`config.mk`:
```
export PLATFORM = sky130hd
export DESIGN_NAME = srrc_interp_tx
export DESIGN_NICKNAME = d
export VERILOG_FILES = /design/src/rtl/srrc_interp_tx.sv
export SDC_FILE = /design/constraint.sdc
export NUM_CORES = 1
export LEC_CHECK = 0
export CAP_MARGIN = 15
export CORE_ASPECT_RATIO = 1.75
export CORE_MARGIN = 10
export CORE_UTILIZATION = 45
export CTS_CLUSTER_DIAMETER = 80
export DETAILED_ROUTE_END_ITERATION = 8
export GPL_ROUTABILITY_DRIVEN = 1
export HOLD_SLACK_MARGIN = 0.1
export PLACE_DENSITY = 0.74
export SLEW_MARGIN = 20
export SYNTH_ARGS = -nofsm -noshare
export SYNTH_HDL_FRONTEND = slang
export SYNTH_SLANG_ARGS = --single-unit
export TNS_END_PERCENT = 1
```
`constraint.sdc`:
```
create_clock -name clk -period 8.2 [get_ports clk]
set_input_delay 1.64 -clock clk [delete_from_list [all_inputs] [get_ports clk]]
set_output_delay 1.64 -clock clk [all_outputs]
set_load 0.05 [all_outputs]
```
`src/rtl/srrc_interp_tx.sv`:
```
// ---------------------------------------------------------------------------
// srrc_interp_tx
// Square-root-raised-cosine pulse-shaping interpolator. One symbol is accepted
// per valid/ready handshake, and SPS filtered samples are produced for it. The
// filter is polyphase: output phase p is sum_j hist[j] * coef[p + j*SPS],
// j = 0..L-1, with L = ceil(TAPS/SPS). A single multiplier is shared, so each
// sample takes L clocks and each symbol takes SPS*L clocks.
//
// Ports
//   clk         rising-edge clock
//   reset       synchronous reset, active low
//   in_data     signed input symbol (DATA_W)
//   in_valid    in_data valid
//   in_ready    symbol accepted on an edge where in_valid && in_ready
//   coef_we     coefficient write enable (allowed at any time, even in reset)
//   coef_addr   coefficient index; indices >= TAPS are dropped
//   coef_wdata  signed Q1.(COEF_W-1) coefficient
//   out_data    rounded, saturated sample (OUT_W), held between strobes
//   out_valid   one-cycle strobe for out_data
//   sat_flag    sticky: some sample was clamped since the last reset
//   busy        high while the MAC is running
// ---------------------------------------------------------------------------
module srrc_interp_tx #(
   parameter int DATA_W = 11,
   parameter int COEF_W = 16,
   parameter int OUT_W  = 16,
   parameter int TAPS   = 33,
   parameter int SPS    = 4,
   parameter int SHIFT  = 15,
   localparam int AW    = $clog2(TAPS)
) (
   input  logic                     clk,
   input  logic                     reset,
   input  logic signed [DATA_W-1:0] in_data,
   input  logic                     in_valid,
   output logic                     in_ready,
   input  logic                     coef_we,
   input  logic [AW-1:0]            coef_addr,
   input  logic signed [COEF_W-1:0] coef_wdata,
   output logic signed [OUT_W-1:0]  out_data,
   output logic                     out_valid,
   output logic                     sat_flag,
   output logic                     busy
);

   localparam int L     = (TAPS + SPS - 1) / SPS;
   localparam int JW    = (L > 1) ? $clog2(L) : 1;
   localparam int PW    = (SPS > 1) ? $clog2(SPS) : 1;
   localparam int IW    = $clog2(SPS * L) + 1;
   localparam int ACC_W = DATA_W + COEF_W + $clog2(L) + 1;

   localparam logic [JW-1:0]         LAST_J = JW'(L - 1);
   localparam logic [PW-1:0]         LAST_P = PW'(SPS - 1);
   localparam logic [AW:0]           TAPS_A = (AW + 1)'(TAPS);
   localparam logic [IW-1:0]         TAPS_I = IW'(TAPS);
   localparam logic signed [ACC_W:0] HALF   = (ACC_W + 1)'(2 ** (SHIFT - 1));
   localparam logic signed [ACC_W:0] MAX_V  = (ACC_W + 1)'(2 ** (OUT_W - 1) - 1);
   localparam logic signed [ACC_W:0] MIN_V  = ~MAX_V;

   typedef enum logic {IDLE, MAC} state_t;

   state_t                  state_q, state_d;
   logic [PW-1:0]           p_q, p_d;
   logic [JW-1:0]           j_q, j_d;
   logic signed [ACC_W-1:0] acc_q, acc_d;
   logic signed [OUT_W-1:0] out_data_q, out_data_d;
   logic                    out_valid_q, out_valid_d;
   logic                    sat_q, sat_d;

   logic signed [DATA_W-1:0] hist_q [L];
   // Small table: kept as distributed RAM so a tap can be read in the same
   // cycle it is multiplied. Power-up content is zero and reset leaves it.
   logic signed [COEF_W-1:0] coef_q [TAPS] = '{default: '0};

   logic                     accept;
   logic [IW-1:0]            tap_idx;
   logic signed [COEF_W-1:0] coef_rd;
   logic signed [DATA_W-1:0] hist_rd;
   logic signed [ACC_W-1:0]  prod, sum;
   logic signed [ACC_W:0]    rnd, shifted;
   logic signed [OUT_W-1:0]  clamped;
   logic                     clip;

   assign accept    = (state_q == IDLE) && in_valid;
   assign in_ready  = (state_q == IDLE) && reset;
   assign busy      = (state_q == MAC);
   assign out_data  = out_data_q;
   assign out_valid = out_valid_q;
   assign sat_flag  = sat_q;

   // Taps past the end of the prototype read as zero.
   assign tap_idx = IW'(p_q) + IW'(j_q) * IW'(SPS);
   assign coef_rd = (tap_idx < TAPS_I) ? coef_q[tap_idx[AW-1:0]] : '0;
   assign hist_rd = hist_q[j_q];
   assign prod    = ACC_W'(hist_rd) * ACC_W'(coef_rd);
   assign sum     = acc_q + prod;

   // Round half toward +inf, then clamp; one extra bit keeps the +HALF exact.
   assign rnd     = (ACC_W + 1)'(sum) + HALF;
   assign shifted = rnd >>> SHIFT;

   always_comb begin
      clip    = 1'b0;
      clamped = OUT_W'(shifted);
      if (shifted > MAX_V) begin
         clip    = 1'b1;
         clamped = OUT_W'(MAX_V);
      end else if (shifted < MIN_V) begin
         clip    = 1'b1;
         clamped = OUT_W'(MIN_V);
      end
   end

   always_comb begin
      state_d     = state_q;
      p_d         = p_q;
      j_d         = j_q;
      acc_d       = acc_q;
      out_data_d  = out_data_q;
      out_valid_d = 1'b0;
      sat_d       = sat_q;
      case (state_q)
         IDLE: begin
            if (accept) begin
               state_d = MAC;
               p_d     = '0;
               j_d     = '0;
               acc_d   = '0;
            end
         end
         MAC: begin
            if (j_q == LAST_J) begin
               out_data_d  = clamped;
               out_valid_d = 1'b1;
               sat_d       = sat_q | clip;
               acc_d       = '0;
               j_d         = '0;
               if (p_q != LAST_P) p_d = p_q + 1'b1;
               else               state_d = IDLE;
            end else begin
               acc_d = sum;
               j_d   = j_q + 1'b1;
            end
         end
         default: state_d = IDLE;
      endcase
   end

   always_ff @(posedge clk) begin
      if (!reset) begin
         state_q     <= IDLE;
         p_q         <= '0;
         j_q         <= '0;
         acc_q       <= '0;
         out_data_q  <= '0;
         out_valid_q <= 1'b0;
         sat_q       <= 1'b0;
      end else begin
         state_q     <= state_d;
         p_q         <= p_d;
         j_q         <= j_d;
         acc_q       <= acc_d;
         out_data_q  <= out_data_d;
         out_valid_q <= out_valid_d;
         sat_q       <= sat_d;
      end
   end

   // Symbol history: newest symbol enters at index 0.
   always_ff @(posedge clk) begin
      if (!reset) begin
         for (int k = 0; k < L; k++) hist_q[k] <= '0;
      end else if (accept) begin
         for (int k = L - 1; k > 0; k--) hist_q[k] <= hist_q[k-1];
         hist_q[0] <= in_data;
      end
   end

   // Coefficient port ignores reset so tables can be loaded during it.
   always_ff @(posedge clk) begin
      if (coef_we && ({1'b0, coef_addr} < TAPS_A)) coef_q[coef_addr] <= coef_wdata;
   end

endmodule

```
Word-level counts from Yosys, hierarchy flattened --
Memories as Yosys holds them, arrays and structs flattened. A register that Yosys moved wholly into a read port is not among the register bits. Cells that the tools add are included.
Storage, ports and cells: memory bits (writable) 627, register bits 57, memories 2, logic and storage cells 77, input port bits 37, output and inout bits 20
Cells by class: multiply operators 1, muxes and demuxes 36, reductions and logical operators 6, $add $sub $neg 5, bitwise operators 11, eq/ne operators 5, order comparisons 4
Memory list:
- coef_q | words 33, bits a word 16, rd ports 1, clocked after memory_dff 0, write ports 1, line 73 | logic signed [COEF_W-1:0] coef_q [TAPS] = '{default: '0};
- hist_q | words 9, bits a word 11, rd ports 9, clocked after memory_dff 1, write ports 9, line 70 | logic signed [DATA_W-1:0] hist_q [L];
Operator list (number):
- two-way mux 11 bit | 9
- two-way mux 32 bit | 2
- case mux 32 bit (2 select lines) | 1
- two-way mux 16 bit | 3
- adder 32 x 16 -> 33 bit (second input constant) | 1
- adder 32 x 27 -> 32 bit | 1
- multiplier 11 x 16 -> 27 bit | 1
- greater-than comparator 18 x 16 -> 1 bit (second input constant) | 1
- less-than comparator 18 x 16 -> 1 bit (second input constant) | 1
- two-way mux 4 bit | 4
- two-way mux 1 bit | 11
- OR 1 bit | 10
- case mux 4 bit (2 select lines) | 1
- adder 2 x 6 -> 7 bit | 1
- less-than comparator 7 x 6 -> 1 bit (second input constant) | 1
- less-than comparator 6 bit (second input constant) | 1
- two-way mux 2 bit | 3
- adder 4 x 1 -> 4 bit (second input constant) | 1
- == test 4 bit (second input constant) | 1
- != test 2 x 1 -> 1 bit (second input constant) | 2
- != test 2 bit (second input constant) | 2
- case mux 2 bit (2 select lines) | 1
- AND reduction 2 bit | 2
- logical AND 1 bit | 3
- other kinds (4) | 4

Depth between registers and ports, before layout --
depth in word-level cells 10, gate-level depth with buffers 35, depth with buffers taken out 29

Worst setup path after synthesis --
No wires, ideal clock.
path kind reg2reg, from reg p_q[0], to reg out_data_q[10], in the netlist out_data[10], cell stages (with the launch flop) 32, path slack -0.788 ns, buffers on the path 3, arrival time 8.866 ns, data required time 8.078 ns, path through dfxtp_1 clkbuf_1 buf_1 mux4_2 mux4_2 mux2i_1 o21ai_1 inv_1 nor2_1 inv_1 fa_1 inv_1 ha_1 inv_1 fa_1 inv_1 fa_1 inv_1 fa_1 inv_1 ha_1 nand2_2 nor2_1 o21ai_1 a22o_2 or3_4 nor4b_4 nand4_4 o41a_1 nor3_4 buf_6 a21oi_2
On the way: cells in the longest elaborated chain, start to end 9, elaborated cells on any way between the ends 11, those cells by class 3 x add/sub; 1 x mul; 3 x order compare; 3 x mux; 1 x memory
Ends and longest elaborated chain:
- start, declared | line 63 | logic [PW-1:0] p_q, p_d;
- start signal, assigned | line 160 | p_q <= p_d;
- adder 2 x 6 -> 7 bit (*) | line 92 | assign tap_idx = IW'(p_q) + IW'(j_q) * IW'(SPS);
- memory (33 x 16 bit) / less-than comparator 7 x 6 -> 1 bit (equally long branches)
- two-way mux 16 bit (*) | line 93 | assign coef_rd = (tap_idx < TAPS_I) ? coef_q[tap_idx[AW-1:0]] : '0;
- multiplier 11 x 16 -> 27 bit (*) | line 95 | assign prod = ACC_W'(hist_rd) * ACC_W'(coef_rd);
- adder 32 x 27 -> 32 bit (*) | line 96 | assign sum = acc_q + prod;
- adder 32 x 16 -> 33 bit (*) | line 99 | assign rnd = (ACC_W + 1)'(sum) + HALF;
- less-than comparator 18 x 16 -> 1 bit | line 108 | end else if (shifted < MIN_V) begin
- two-way mux 16 bit | line 108
- two-way mux 16 bit (*) | line 105 | if (shifted > MAX_V) begin
- end signal, assigned | line 163 | out_data_q <= out_data_d;
- end, declared | line 66 | logic signed [OUT_W-1:0] out_data_q, out_data_d;
Every way passes the cells marked *; elsewhere a longest branch is shown, timed or not. A chain may end at the register's enable or synchronous reset.

Worst setup path in the final report --
from reg p_q[0], to reg out_data_q[0], in the netlist out_data[0]
Same word-level chain as after synthesis.

==> results.py <==
metrics = {
    "timing": {
        "final-setup-viol-count": 15,
        "slew_headroom_pct": 24.1,
        "period_share_pct": 101,
        "finalMaxSlewViolations": 0,
        "finalWorstSetupSlack_ps": -76.8,
        "finClkSkew_ps": 43.4,
        "min_period_ps": 8280,
        "max_freq_mhz": 121,
        "rsz0062_at_grt": "yes",
        "finalHoldWorstSlack_ps": 520,
        "hold_violations": 0,
        "tightest_slew_ps": 1130,
    },
    "floorplan": {
        "core_mm2": 0.0797,
        "ios": 57,
        "std_cell_rows": 137,
        "fp.dieH_um": 395,
        "dieWidth_um": 234,
        "die_area_mm2": 0.0925,
        "initial_utilization_pct": 45.4,
    },
    "route": {
        "routed_wl_mm": 92.7,
        "via_per_inst": 5.70,
        "route.vias.total": 21500,
        "wl_per_cell_um": 24.6,
        "ant_nets": 0,
        "drc": 0,
        "drt_iter0_drc": 1509,
        "drtPass1Iterations": 6,
    },
    "yosys": {
        "yosys.area_share.adder_pct": 14.6,
        "synth_top_area_share_pct": 52.1,
        "muxShareOfSynthArea_pct": 12.2,
        "synth_compound_area_share_pct": 4.43,
        "synth_enable_flop_cells": 627,
        "async_flop_share_pct": 0,
        "synth-xor-area-share_pct": 0.924,
        "synth_top_cells_by_area": "edfxtp_1 52%, fa_1 12%, mux4_2 11%",
        "ys_ff_latch": 688,
        "ys_warn_count": 0,
        "synth_top_family_by_area": "adder cells",
        "synth_top_area_cell": "edfxtp_1",
        "synthSimpleGateAreaFrac_pct": 8.05,
        "postSynthAreaPerCell_um2": 15.0,
        "syn_nets": 2734,
        "syn_area_mm2": 0.0362,
        "seq_area_frac_synth_pct": 55.5,
        "synth_cells": 2403,
        "yosysUniqueCellTypes": 91,
        "synth_ff_type": "edfxtp_1",
    },
    "clocking": {
        "cts_tree": "built",
        "clock_latency_ps": 660,
        "path_clk_slew_ps": 70,
        "cts.htree.levels": 2,
        "numCtsBuffers": 58,
        "clock-root-buffer": "clkbuf_16",
        "cts_num_sinks": 688,
        "cts_buffer_depth": 3,
    },
    "cells_and_area": {
        "fin_nets": 3015,
        "fillerInstances": 6186,
        "area_growth_pct": 18.2,
        "layout_common_cells": "627 x edfxtp_1, 260 x inv_1, 245 x buf_4, 196 x fa_1, 182 x mux4_2",
        "utilization_pct": 53.6,
        "final_common_cell": "edfxtp_1",
        "drive_gt1_share_pct": 27.1,
        "fin_cells": 3774,
    },
    "place": {
        "hpwlAfterDp_mm": 63.2,
        "portBuffers": 56,
        "dp_cells": 3602,
        "place.gp.congestion": 0.943,
    },
    "global_route": {
        "grt_pass1_wl_mm": 141,
        "grt.total_usage_pct": 20.1,
        "grt_pass1_vias": 23500,
        "antenna_found_initial": 1,
        "gr-total-overflow": 0,
        "grt_max_degree": 104,
    },
    "critical_path": {
        "ff2ff_path_depth": 32,
        "cp.required_ps": 8700,
        "slowest_stage": "fa_1",
        "worstPathMaxFanout": 8,
        "cpPeakStageDelay_ps": 550,
        "cp-end-kind": "flop",
        "arrival_ps": 8780,
        "reg2reg_slack_ps": -80,
        "critPathKind": "flop to flop",
        "crit_top_cell": "fa_1",
        "start_kind": "flop",
    },
    "outcome": {
        "violations": "negative setup slack",
        "status": "finished with violations",
    },
    "job": {
        "cap_viol_max_count": 0,
    },
    "worst_hold_path": {
        "min_path_cells": 2,
        "holdCritPathClass": "flop to flop",
    },
}
[cell type report]
cell class	instances	area [µm²]	area share (%)
Antenna cell	1	2.50	0.00585
Clock buffer	65	1480	3.46
Clock inverter	42	434	1.02
Inverter	267	1000	2.35
Multi-Input combinational cell	1320	15200	35.6
Sequential cell	688	20100	46.9
Tap cell	1042	1300	3.05
Timing Repair Buffer	349	3240	7.58
[Yosys cell counts, types with 6 or more instances]
cell      instances
a21o_1            7
fa_1            212
buf_6             6
nor3_1           17
a21oi_1          46
buf_4             6
nand4_1          12
mux2i_1          30
inv_1           266
o21ai_0          62
xor2_1            8
and3_1          104
o21ai_1          10
nor2b_1          62
a21oi_2          12
buf_1            24
o21a_1           10
nor2_1           95
nand2b_1         19
and2_1           38
o211ai_1          7
nand2_1         146
buf_2             6
or3_1             7
ha_1             82
edfxtp_1        627
nand3_1          17
mux4_2          182
dfxtp_1          61
xnor2_1          22
a22oi_1          26
clkbuf_1         83
[per-stage QoR]
step,instance area [µm²],setup slack [ps],setup TNS [ps]
floorplan,36200,1.35,0
global placement,39400,-387,-6300
detailed placement,39400,-445,-7050
CTS,42200,-71.9,-845
global route,42700,-310,-4430
finish,42700,-76.8,-861
[final timing paths]
path,endpoint,start
worst max-delay path,out_data[0],p_q[0]
worst min register to register,out_data[15],out_data[15]
worst min-delay path,out_data[15],out_data[15]
worst max register to register,out_data[0],p_q[0]
[logic make-up (layout without fill, tap and decap cells)]
logic type      after synthesis  count (layout)
compound gates              230             230
xor+xnor                     34              34
fa+ha+maj                   294             294
buf+inv                     395             723
flops                       688             688
mux                         212             212
other cells                   0               1
simple gates                550             550
[state kept, by name (all words and copies together) (netlist names), named ones only]
name       count
sat_flag       1
hist_q        99
acc_q         32
coef_q       528
out_valid      1
p_q            2
out_data      16
j_q            4
busy           1
[worst max-delay path: cells and delay by family (launching register included)]
kind            cells  cell delay, ps
compound gates      6            1150
xor+xnor            1             180
fa+ha+maj           6            2790
buf+inv            10            1120
flops               1             390
mux                 3            1160
simple gates        6            1330
[metal layers]
metal	vias to the layer above	GRT usage [%]	share of wire, %
met5	-	0	0
met4	0	11.1	6.1
met3	296	2.37	4.6
met2	806	38.1	56
met1	11100	20.9	33
li1	9286	-	-
[repair_timing]
action / 4_1_cts / 5_1_grt
hold buffers: 0 / 0
resized for setup: 99 / 89
cloned: 7 / 2
setup endpoints to repair: 17 / 17
pin swaps: 21 / 51
setup buffers: 31 / 25
Power is not shown: default switching activity piles up to over one toggle a cycle in this logic, so the estimate is an artifact.
